[src/rtl/pipe_stage_reg_if.sv]
// Valid/ready bus for the two-entry pipeline stage register.
// Upstream beat, flush request and downstream beat in one bundle.
interface pipe_stage_reg_if #(
  parameter int CTRL_W = 3,
  parameter int DATA_W = 4
);
  logic                     in_valid;
  logic                     in_ready;
  logic [CTRL_W-1:0]        cntrl_in;
  logic [DATA_W-1:0]        a_in;
  logic [DATA_W-1:0]        b_in;
  logic                     flush;
  logic                     out_valid;
  logic                     out_ready;
  logic [CTRL_W+2*DATA_W-1:0] out;

  modport master (
    output in_valid,
    input  in_ready,
    output cntrl_in,
    output a_in,
    output b_in,
    output flush,
    input  out_valid,
    output out_ready,
    input  out
  );

  modport slave (
    input  in_valid,
    output in_ready,
    input  cntrl_in,
    input  a_in,
    input  b_in,
    input  flush,
    output out_valid,
    input  out_ready,
    output out
  );
endinterface

[src/rtl/pipe_stage_reg.sv]
// Two-entry (main + skid) pipeline register, falling-edge clocked,
// with registered ready, flush and a saturating output-stall counter.
module pipe_stage_reg #(
  parameter int CTRL_W  = 3,
  parameter int DATA_W  = 4,
  parameter int STALL_W = 8
) (
  input  logic               clk,
  input  logic               rst_n,
  pipe_stage_reg_if.slave    bus,
  output logic [1:0]         occupancy,
  output logic [STALL_W-1:0] stall_cnt
);

  localparam int BEAT_W = CTRL_W + 2 * DATA_W;

  logic [BEAT_W-1:0]  main_q, main_d;
  logic [BEAT_W-1:0]  skid_q, skid_d;
  logic               main_v_q, main_v_d;
  logic               skid_v_q, skid_v_d;
  logic               rdy_q, rdy_d;
  logic [STALL_W-1:0] stall_q, stall_d;

  logic              acc;
  logic              rel;
  logic [BEAT_W-1:0] beat_in;

  assign beat_in = {bus.cntrl_in, bus.a_in, bus.b_in};
  assign acc     = bus.in_valid && rdy_q;
  assign rel     = main_v_q && bus.out_ready;

  // Next-state: move beats between input, main and skid in arrival order.
  always_comb begin
    main_d   = main_q;
    skid_d   = skid_q;
    main_v_d = main_v_q;
    skid_v_d = skid_v_q;
    stall_d  = stall_q;
    if (!rst_n) begin
      main_d   = '0;
      skid_d   = '0;
      main_v_d = 1'b0;
      skid_v_d = 1'b0;
      stall_d  = '0;
    end else if (bus.flush) begin
      main_v_d = 1'b0;
      skid_v_d = 1'b0;
    end else begin
      if (main_v_q && !bus.out_ready && stall_q != '1)
        stall_d = stall_q + STALL_W'(1);
      if (!main_v_q) begin
        if (acc) begin
          main_d   = beat_in;
          main_v_d = 1'b1;
        end
      end else if (!skid_v_q) begin
        if (rel) begin
          if (acc) main_d = beat_in;
          else     main_v_d = 1'b0;
        end else if (acc) begin
          skid_d   = beat_in;
          skid_v_d = 1'b1;
        end
      end else if (rel) begin
        main_d   = skid_q;
        skid_v_d = 1'b0;
      end
    end
    rdy_d = !skid_v_d;
  end

  // State register, updated on the falling edge.
  always_ff @(negedge clk) begin
    main_q   <= main_d;
    skid_q   <= skid_d;
    main_v_q <= main_v_d;
    skid_v_q <= skid_v_d;
    rdy_q    <= rdy_d;
    stall_q  <= stall_d;
  end

  assign bus.out       = main_q;
  assign bus.out_valid = main_v_q;
  assign bus.in_ready  = rdy_q;
  assign occupancy     = {1'b0, main_v_q} + {1'b0, skid_v_q};
  assign stall_cnt     = stall_q;

endmodule

[src/flat_wrapper.sv]
// flat-port wrapper written by rule: the top's interface ports become plain ports
module pipe_stage_reg_flat 
#(
  parameter int CTRL_W  = 3,
  parameter int DATA_W  = 4,
  parameter int STALL_W = 8
)
  (clk, rst_n, occupancy, stall_cnt, bus_in_valid, bus_in_ready, bus_cntrl_in, bus_a_in, bus_b_in, bus_flush, bus_out_valid, bus_out_ready, bus_out);
  pipe_stage_reg_if #(.CTRL_W(CTRL_W), .DATA_W(DATA_W)) bus_i ();
  input  logic clk;
  input  logic rst_n;
  output logic [1:0] occupancy;
  output logic [STALL_W-1:0] stall_cnt;
  input wire logic [$bits(bus_i.in_valid)-1:0] bus_in_valid;
  output wire logic [$bits(bus_i.in_ready)-1:0] bus_in_ready;
  input wire logic [$bits(bus_i.cntrl_in)-1:0] bus_cntrl_in;
  input wire logic [$bits(bus_i.a_in)-1:0] bus_a_in;
  input wire logic [$bits(bus_i.b_in)-1:0] bus_b_in;
  input wire logic [$bits(bus_i.flush)-1:0] bus_flush;
  output wire logic [$bits(bus_i.out_valid)-1:0] bus_out_valid;
  input wire logic [$bits(bus_i.out_ready)-1:0] bus_out_ready;
  output wire logic [$bits(bus_i.out)-1:0] bus_out;
  assign bus_i.in_valid = bus_in_valid;
  assign bus_in_ready = bus_i.in_ready;
  assign bus_i.cntrl_in = bus_cntrl_in;
  assign bus_i.a_in = bus_a_in;
  assign bus_i.b_in = bus_b_in;
  assign bus_i.flush = bus_flush;
  assign bus_out_valid = bus_i.out_valid;
  assign bus_i.out_ready = bus_out_ready;
  assign bus_out = bus_i.out;
  pipe_stage_reg #(.CTRL_W(CTRL_W), .DATA_W(DATA_W), .STALL_W(STALL_W)) u_core (.clk(clk), .rst_n(rst_n), .bus(bus_i), .occupancy(occupancy), .stall_cnt(stall_cnt));
endmodule
[config.mk]
export PLATFORM = sky130hd
export DESIGN_NAME = pipe_stage_reg_flat
export DESIGN_NICKNAME = d
export VERILOG_FILES = /design/src/rtl/pipe_stage_reg_if.sv /design/src/rtl/pipe_stage_reg.sv /design/src/flat_wrapper.sv
export SDC_FILE = /design/constraint.sdc
export NUM_CORES = 1
export LEC_CHECK = 0
export CAP_MARGIN = 20
export CORE_MARGIN = 3
export CORE_UTILIZATION = 47
export DETAILED_ROUTE_END_ITERATION = 8
export PLACE_DENSITY = 0.84
export SYNTH_ARGS = -nofsm -noshare
export SYNTH_HDL_FRONTEND = slang
export SYNTH_SLANG_ARGS = --single-unit
[constraint.sdc]
create_clock -name clk -period 1.66 [get_ports clk]
set_input_delay 0.332 -clock clk [delete_from_list [all_inputs] [get_ports clk]]
set_output_delay 0.332 -clock clk [all_outputs]
set_load 0.02 [all_outputs]
==> results.json, run 1 <==
{
  "synth_top_family_by_area": "simple AND/OR/NAND/NOR gates",
  "clockRootBuffer": "clkbuf_4",
  "cts_max_path_buffers": 2,
  "yosysWarnings": 0,
  "status": "did not finish",
  "synthAdderAreaFrac": 0.01767,
  "rows": 19,
  "port-buffer-count": 38,
  "worst_endpoint": "occupancy[0]",
  "firstError": "[ERROR GRT-0232] Routing congestion too high. Check the congestion heatmap in the GUI.",
  "netlist_top_cells_area": "dfxtp_1, mux2i_1, nor2_1",
  "die_h_um": 60.90,
  "track_usage": 0.7256,
  "synth_top_area_frac": 0.4664,
  "ys_seq_elements": 33,
  "start_util": 0.5049,
  "overflow": 67,
  "ios": 39,
  "synth_xor_area_frac": 0.01237,
  "syn-num-nets": 177,
  "synth-seq-area-share": 0.4664,
  "clock-sinks": 33,
  "worstEpCategory": "primary output",
  "netlist_area_um2": 1416,
  "lastStage": "5_1_grt",
  "hpwl_um": 2658,
  "cts_buffers": 5,
  "muxShareOfSynthArea": 0.07774,
  "die_w_um": 60.90,
  "placed_cells": 246,
  "synth_compound_area_frac": 0.1617,
  "gp_congestion": 0.9471,
  "postSynthCellCount": 159,
  "cts.htree.levels": 2,
  "postCtsHoldBufs": 0,
  "grt_max_degree": 21,
  "synth_area_leader_cell": "dfxtp_1",
  "yosysUniqueCellTypes": 33,
  "synthSimpleGateAreaFrac": 0.2200,
  "syn_area_per_cell_um2": 8.908
}
[cell usage after synthesis]
cell and number:
dfxtp_1 33, nor2_1 26, nand2_1 14, nand3_1 14, mux2i_1 11, a311oi_1 9, a21oi_1 6, o21ai_0 6
clkbuf_1 5, inv_1 5, buf_2 2, ha_1 2, nor3_1 2, nor3b_4 2, o211ai_1 2, o22ai_1 2
xor2_1 2, a2111oi_1 1, a211o_1 1, a211oi_1 1, a21o_1 1, a31oi_1 1, and3_1 1, buf_6 1
clkinv_1 1, nand2b_1 1, nand4_1 1, nand4_2 1, nor2b_1 1, o21ai_1 1, o311a_1 1, o31ai_1 1
or3_1 1
[layer usage]
metal	GRT overflow	global-route usage
met5	0	0.05714
met4	30	0.9102
met3	0	0.5447
met2	36	0.9221
met1	1	0.6524
[repair_timing]
action | in CTS
pin swaps | 12
resized for setup | 221
cloned | 1
setup endpoints to repair | 56
setup buffers | 13
[logic make-up after synthesis]
group | Yosys count
AOI/OAI and AO/OA | 33
xor gates and xnor gates | 2
adders and majority gates | 2
buffers and inverters | 14
DFF | 33
muxes | 11
and+or+nand+nor | 64
[per-stage QoR]
step	util	instance area [um^2]	hold slack, ps	TNS (ps)	setup slack, ps
4_1_cts	0.9309	2611	468.2	-13840	-654.7
3_5_place_dp	0.7279	2042	481.7	-41880	-1055
3_3_place_gp	0.7279	2042	471.0	-40000	-999.7
2_1_floorplan	-	1460	460.0	-11580	-551.1
==> run 2: changes to the inputs <==
CORE_UTILIZATION = 33   (was 47)
PLACE_DENSITY = not set   (was 0.84)
PLACE_DENSITY_LB_ADDON = 0.15   (was not set)
==> run 2 against run 1 <==
The flow now finishes, with violations (negative setup slack); synthesized area stayed put; synthesized cell count unchanged.
==> results.json, run 2 <==
{
  "status": "finished with violations",
  "violations": "negative setup slack",
  "viasPerCell": 4.876,
  "setup_ws_ps": -539.2,
  "hp-start": "u_core.skid_q[9]",
  "slowest_delay_ps": 340,
  "port-buffer-count": 38,
  "ys_seq_elements": 33,
  "fill_cells": 305,
  "diodes": 0,
  "finalPower_mw": 2.347,
  "hpwl_um": 2642,
  "crit_type": "register to output port",
  "fin_skew_ps": 16.08,
  "clkTransAtPathRegs_ps": 40,
  "postCtsHoldBufs": 0,
  "postSynthCellCount": 159,
  "finalMaxSlewViolations": 0,
  "clk_latency_ps": 350,
  "placed_cells": 273,
  "power_density_nw_per_um2": 851.2,
  "setup_viol": 53,
  "start_util": 0.3491,
  "synth_edf_count": 0,
  "start_kind": "register",
  "multiInputGateArea_um2": 875.8,
  "cp.required_ps": 1330,
  "final_cells": 331,
  "die_area_um2": 5114,
  "r2r-start": "u_core.stall_cnt[6]",
  "wirelength_um": 4373,
  "stdcell_area_um2": 2758,
  "rr_endpoint": "u_core.stall_cnt[5]",
  "yosysWarnings": 0,
  "drc": 0,
  "min_path_cells": 2,
  "synth_area_leader_cell": "dfxtp_1",
  "crit_buf_inv": 1,
  "drive_gt1_frac": 0.4769,
  "first_pass_iters": 4,
  "slowest_stage": "dfxtp_4",
  "vdd_drop_max_v": 0.0005117,
  "worst_pin_slew_ps": 350.4,
  "gp_congestion": 0.8105,
  "postRouteAntennaNets": 0,
  "wl_per_cell_um": 13.21,
  "synth_top_area_frac": 0.4664,
  "p_leak_nw": 1.263,
  "rows": 23,
  "slew_headroom": 0.7657,
  "final_common_cell": "buf_4",
  "dp_worst_setup_slack_ps": -1103,
  "die_h_um": 71.52,
  "netlist_area_um2": 1416,
  "grt_max_degree": 16,
  "cts.htree.levels": 2,
  "grt_pass1_vias": 1681,
  "reg2reg_slack_ps": -130,
  "postPlaceCellArea_um2": 2126,
  "ios": 39,
  "die_w_um": 71.52,
  "yosysMostFrequentCell": "dfxtp_1",
  "vias": 1614,
  "synth-seq-area-share": 0.4664,
  "crit_family": "flip-flops",
  "grt_pass1_wl_um": 7044,
  "yosysUniqueCellTypes": 33,
  "syn-num-nets": 177,
  "cp-end-kind": "output port",
  "synth_flop_cell": "dfxtp_1",
  "mostFrequentLayoutCells": "buf_4, inv_1, buf_6",
  "drv_cap": 0,
  "hold_path.class": "register to register",
  "r2r_cells": 7,
  "clockRootBuffer": "clkbuf_8",
  "clock-sinks": 33,
  "syn_area_per_cell_um2": 8.908,
  "async_flop_share": 0,
  "seqCellArea_um2": 690.7,
  "final_net_count": 298,
  "worstPathArrival_ps": 1870,
  "track_usage": 0.1758,
  "holdPathEnd": "u_core.bus.out[9]",
  "cts_max_path_buffers": 2,
  "worstPathCellList": "ha_4, buf_6",
  "antenna_found_initial": 0,
  "overflow": 0,
  "tritoncts": "yes",
  "worstPathMaxFanout": 2,
  "rsz0062_at_grt": "true",
  "drt_iter0_drc": 64,
  "netlist_top_cells_area": "dfxtp_1, mux2i_1, nor2_1",
  "cts_buffers": 5,
  "area_growth_pct": 94.70,
  "core_area_um2": 4058,
  "finalHoldViolCount": 0,
  "synth_commonest_cells": "dfxtp_1, nor2_1, nand2_1, nand3_1, mux2i_1"
}
[run 2: cell counts after synthesis]
Identical to the previous run, type by type.
[run 2: through the flow]
stage          setup TNS, ps    util  hold slack (ps)
3_3_place_gp          -40290  0.5239            471.0
6_report              -13330  0.6796            486.5
4_1_cts               -13380  0.6506            481.2
5_1_grt               -15400  0.6796            498.8
2_1_floorplan         -11580       -            460.0
3_5_place_dp          -41900  0.5239            485.5
[run 2: worst max-delay path by stage]
stage / cells after the start / to / from / slack, ps
detailed placement: 5 / u_core.stall_cnt[5] / bus_out_ready / -1100
finish: 2 / occupancy[0] / u_core.bus.out_valid / -540
global placement: 6 / u_core.stall_cnt[3] / bus_flush / -1000
floorplan: 5 / u_core.skid_q[6] / bus_flush / -550
global route: 2 / occupancy[0] / u_core.bus.out_valid / -570
CTS: 2 / occupancy[0] / u_core.bus.out_valid / -550
[run 2: logic make-up after synthesis]
group | synth area share
xor gates and xnor gates | 0.01237
buffers and inverters | 0.04417
DFF | 0.4664
AOI/OAI and AO/OA | 0.1617
muxes | 0.07774
and+or+nand+nor | 0.2200
adders and majority gates | 0.01767
[run 2: final cells by class]
type | instances | share of cell area
Sequential cell | 33 | 0.2505
Timing Repair Buffer | 90 | 0.3090
Inverter | 5 | 0.007260
Tap cell | 50 | 0.02269
Multi-Input combinational cell | 112 | 0.3176
Clock inverter | 36 | 0.06806
Clock buffer | 5 | 0.02495
[run 2: layer usage]
| metal | GRT usage | wire (um) | vias to the layer above |
|---|---|---|---|
| li1 | - | - | 807 |
| met1 | 0.1707 | 1758 | 759 |
| met2 | 0.3143 | 2363 | 39 |
| met3 | 0.07433 | 180 | 9 |
| met4 | 0.09186 | 72 | 0 |
| met5 | 0 | 0 | - |
[run 2: power breakdown]
part	leakage (nW)	total (mW)	switching [mW]	internal, mW
clock	0.245	1.19	0.496	0.699
sequential	0.277	0.844	0.0185	0.826
combinational	0.741	0.308	0.135	0.173
[run 2: timing repair]
item	in CTS	in global routing
cloned	1	0
pin swaps	16	10
setup endpoints to repair	56	55
buffers inserted	10	8
gates resized for setup	207	18
endpoints found under the hold margin	0	0
[run 2: tightest hold or removal path: cells and delay by family, from the launching register on]
| family | cells | cell delay (ps) |
|---|---|---|
| compound gates | 1 | 90 |
| flops | 1 | 300 |
| simple gates | 1 | 80 |
Power figures use the tool's default switching activity.
==> patch, RTL diff (settings of run 2) <==
`STALL_W` is set to 8 in 2 places; all go to 10.
--- a/src/rtl/pipe_stage_reg.sv
+++ b/src/rtl/pipe_stage_reg.sv
@@ -5,3 +5,3 @@
   parameter int DATA_W  = 4,
-  parameter int STALL_W = 8
+  parameter int STALL_W = 10
 ) (
--- a/src/flat_wrapper.sv
+++ b/src/flat_wrapper.sv
@@ -5,3 +5,3 @@
   parameter int DATA_W  = 4,
-  parameter int STALL_W = 8
+  parameter int STALL_W = 10
 )
Ports: changed (resized stall_cnt); port bits go from 39 to 41. No check against the original RTL was run, so the function may have changed too.
==> patch against run 2 <==
- the run still ends with setup timing left
- cell area rose by 5.9%
- global-route usage fell by 0.73 points
- register-to-register slack got worse by 0.08 ns
- die area rose by 9.4%
- setup slack got worse by 0.020 ns
- utilization fell by 2.7 points
- sequential cell count rose by 2
- wire length rose by 7.5%
- area after synthesis rose by 10%
- total power fell by 1.6%
- largest cell class unchanged
==> patch: results <==
set metrics [dict create \
    violations "setup timing" \
    synth_common_cells "dfxtp_1, nor2_1, nand2_1" \
    ir_drop_v 0.000411 \
    seq_area_frac_synth_pct 44.8 \
    relSlewSlack_pct 70.8 \
    layout_setup_ws_ns -0.560 \
    vias_per_cell 5.03 \
    drive_gt1_share_pct 48.3 \
    fill_cells 369 \
    drtIter0Drc 57 \
    synth.net_count 190 \
    nets 312 \
    total_leakage_power_nw 1.32 \
    synthTopCellsByArea "dfxtp_1, mux2i_1, nor2_1" \
    clk_latency_ns 0.37 \
    skew_ns 0.0246 \
    switchingPower_mw 0.710 \
    reg2reg_to "u_core.skid_q[1]" \
    status "finished with violations" \
    r2r_setup_slack_ns -0.21 \
    fin_tns_setup_ns -18.10 \
    synth_adder_area_share_pct 1.60 \
    synth-compound-area-share_pct 15.9 \
    dp_hpwl_um 2950 \
    grt_pass1_wl_um 7210 \
    placed_area_um2 2310 \
    wl_um 4700 \
    hold_path_startpoint "u_core.skid_q[0]" \
    gp_congestion 0.818 \
    whs_endpoint "u_core.bus.out[0]" \
    setup_viol 57 \
    io_buffers 40 \
    synth_mux_area_share_pct 8.33 \
    netlist-cell-type-count 34 \
    dp_slack_ns -1.21 \
    synth_xor_area_share_pct 1.68 \
]
## patch: cell types whose count changed in the layout (fill, tap and decap cells not counted), sizes merged, moves of 3 or more
cell / delta
and4: +3
a21oi: -3
xnor2: +3
nand2: +4
## patch: how the worst max path moves through the flow
stage / startpoint / slack [ns] / cells after the start / to
final: u_core.bus.out_valid / -0.56 / 2 / occupancy[0]
after CTS: u_core.bus.out_valid / -0.57 / 2 / occupancy[0]
after floorplan: bus_flush / -0.70 / 6 / u_core.skid_q[7]
after detailed placement: bus_flush / -1.21 / 6 / u_core.stall_cnt[2]
after global placement: bus_flush / -1.15 / 6 / u_core.stall_cnt[2]
after global routing: u_core.bus.out_valid / -0.61 / 2 / occupancy[0]
## patch: cell type report
| type | count | area (um2) | share of cell area [%] |
|---|---|---|---|
| Multi-Input combinational cell | 121 | 971 | 33.2 |
| Timing Repair Buffer | 92 | 898 | 30.8 |
| Sequential cell | 35 | 736 | 25.2 |
| Clock inverter | 37 | 166 | 5.70 |
| Clock buffer | 5 | 68.8 | 2.36 |
| Tap cell | 52 | 65.1 | 2.23 |
| Inverter | 4 | 15.0 | 0.514 |
## patch: power by group through the flow
stage | logic (mW) | clock network (mW) | registers, mW
after floorplan | 0.0779 | 0.132 | 0.921
after global placement | 0.243 | 0.132 | 0.893
after detailed placement | 0.247 | 0.132 | 0.894
after CTS | 0.290 | 1.11 | 0.891
after global routing | 0.341 | 1.23 | 0.890
final | 0.322 | 1.10 | 0.890
## patch: per-layer routing
layer	vias to the layer above	global-route usage, %	wire, um
li1	856	-	-
met1	838	17.7	1950
met2	38	28.5	2480
met3	7	7.61	218
met4	0	8.50	59
met5	-	0	0
## patch: metrics by stage
step	utilization, %	hold WS [ns]
4_1_cts	63.3	0.484
5_1_grt	65.3	0.504
2_1_floorplan	-	0.460
3_5_place_dp	51.7	0.488
3_3_place_gp	51.7	0.475
6_report	65.3	0.482
## patch: worst reg2reg max path: cells and delay by family (launching register included)
kind	cells	cell delay, ns
buffers and inverters	4	0.55
and+or+nand+nor	3	0.66
muxes	1	0.18
DFF	1	0.35
## patch: cell families (layout without fill, tap and decap cells)
logic type / Yosys count / in the layout
multiplexers: 13 / 13
buffers and inverters: 16 / 138
XOR/XNOR: 3 / 3
AO/OA/AOI/OAI: 31 / 31
AND/OR/NAND/NOR: 72 / 72
flip-flops: 35 / 35
adder cells (fa/ha/maj): 2 / 2
## patch: what timing repair did
action                     CTS  global route
gates cloned                 2             0
pin swaps                   17            12
gates resized for setup    223            19
setup buffers               10             7
setup endpoints to repair   60            59
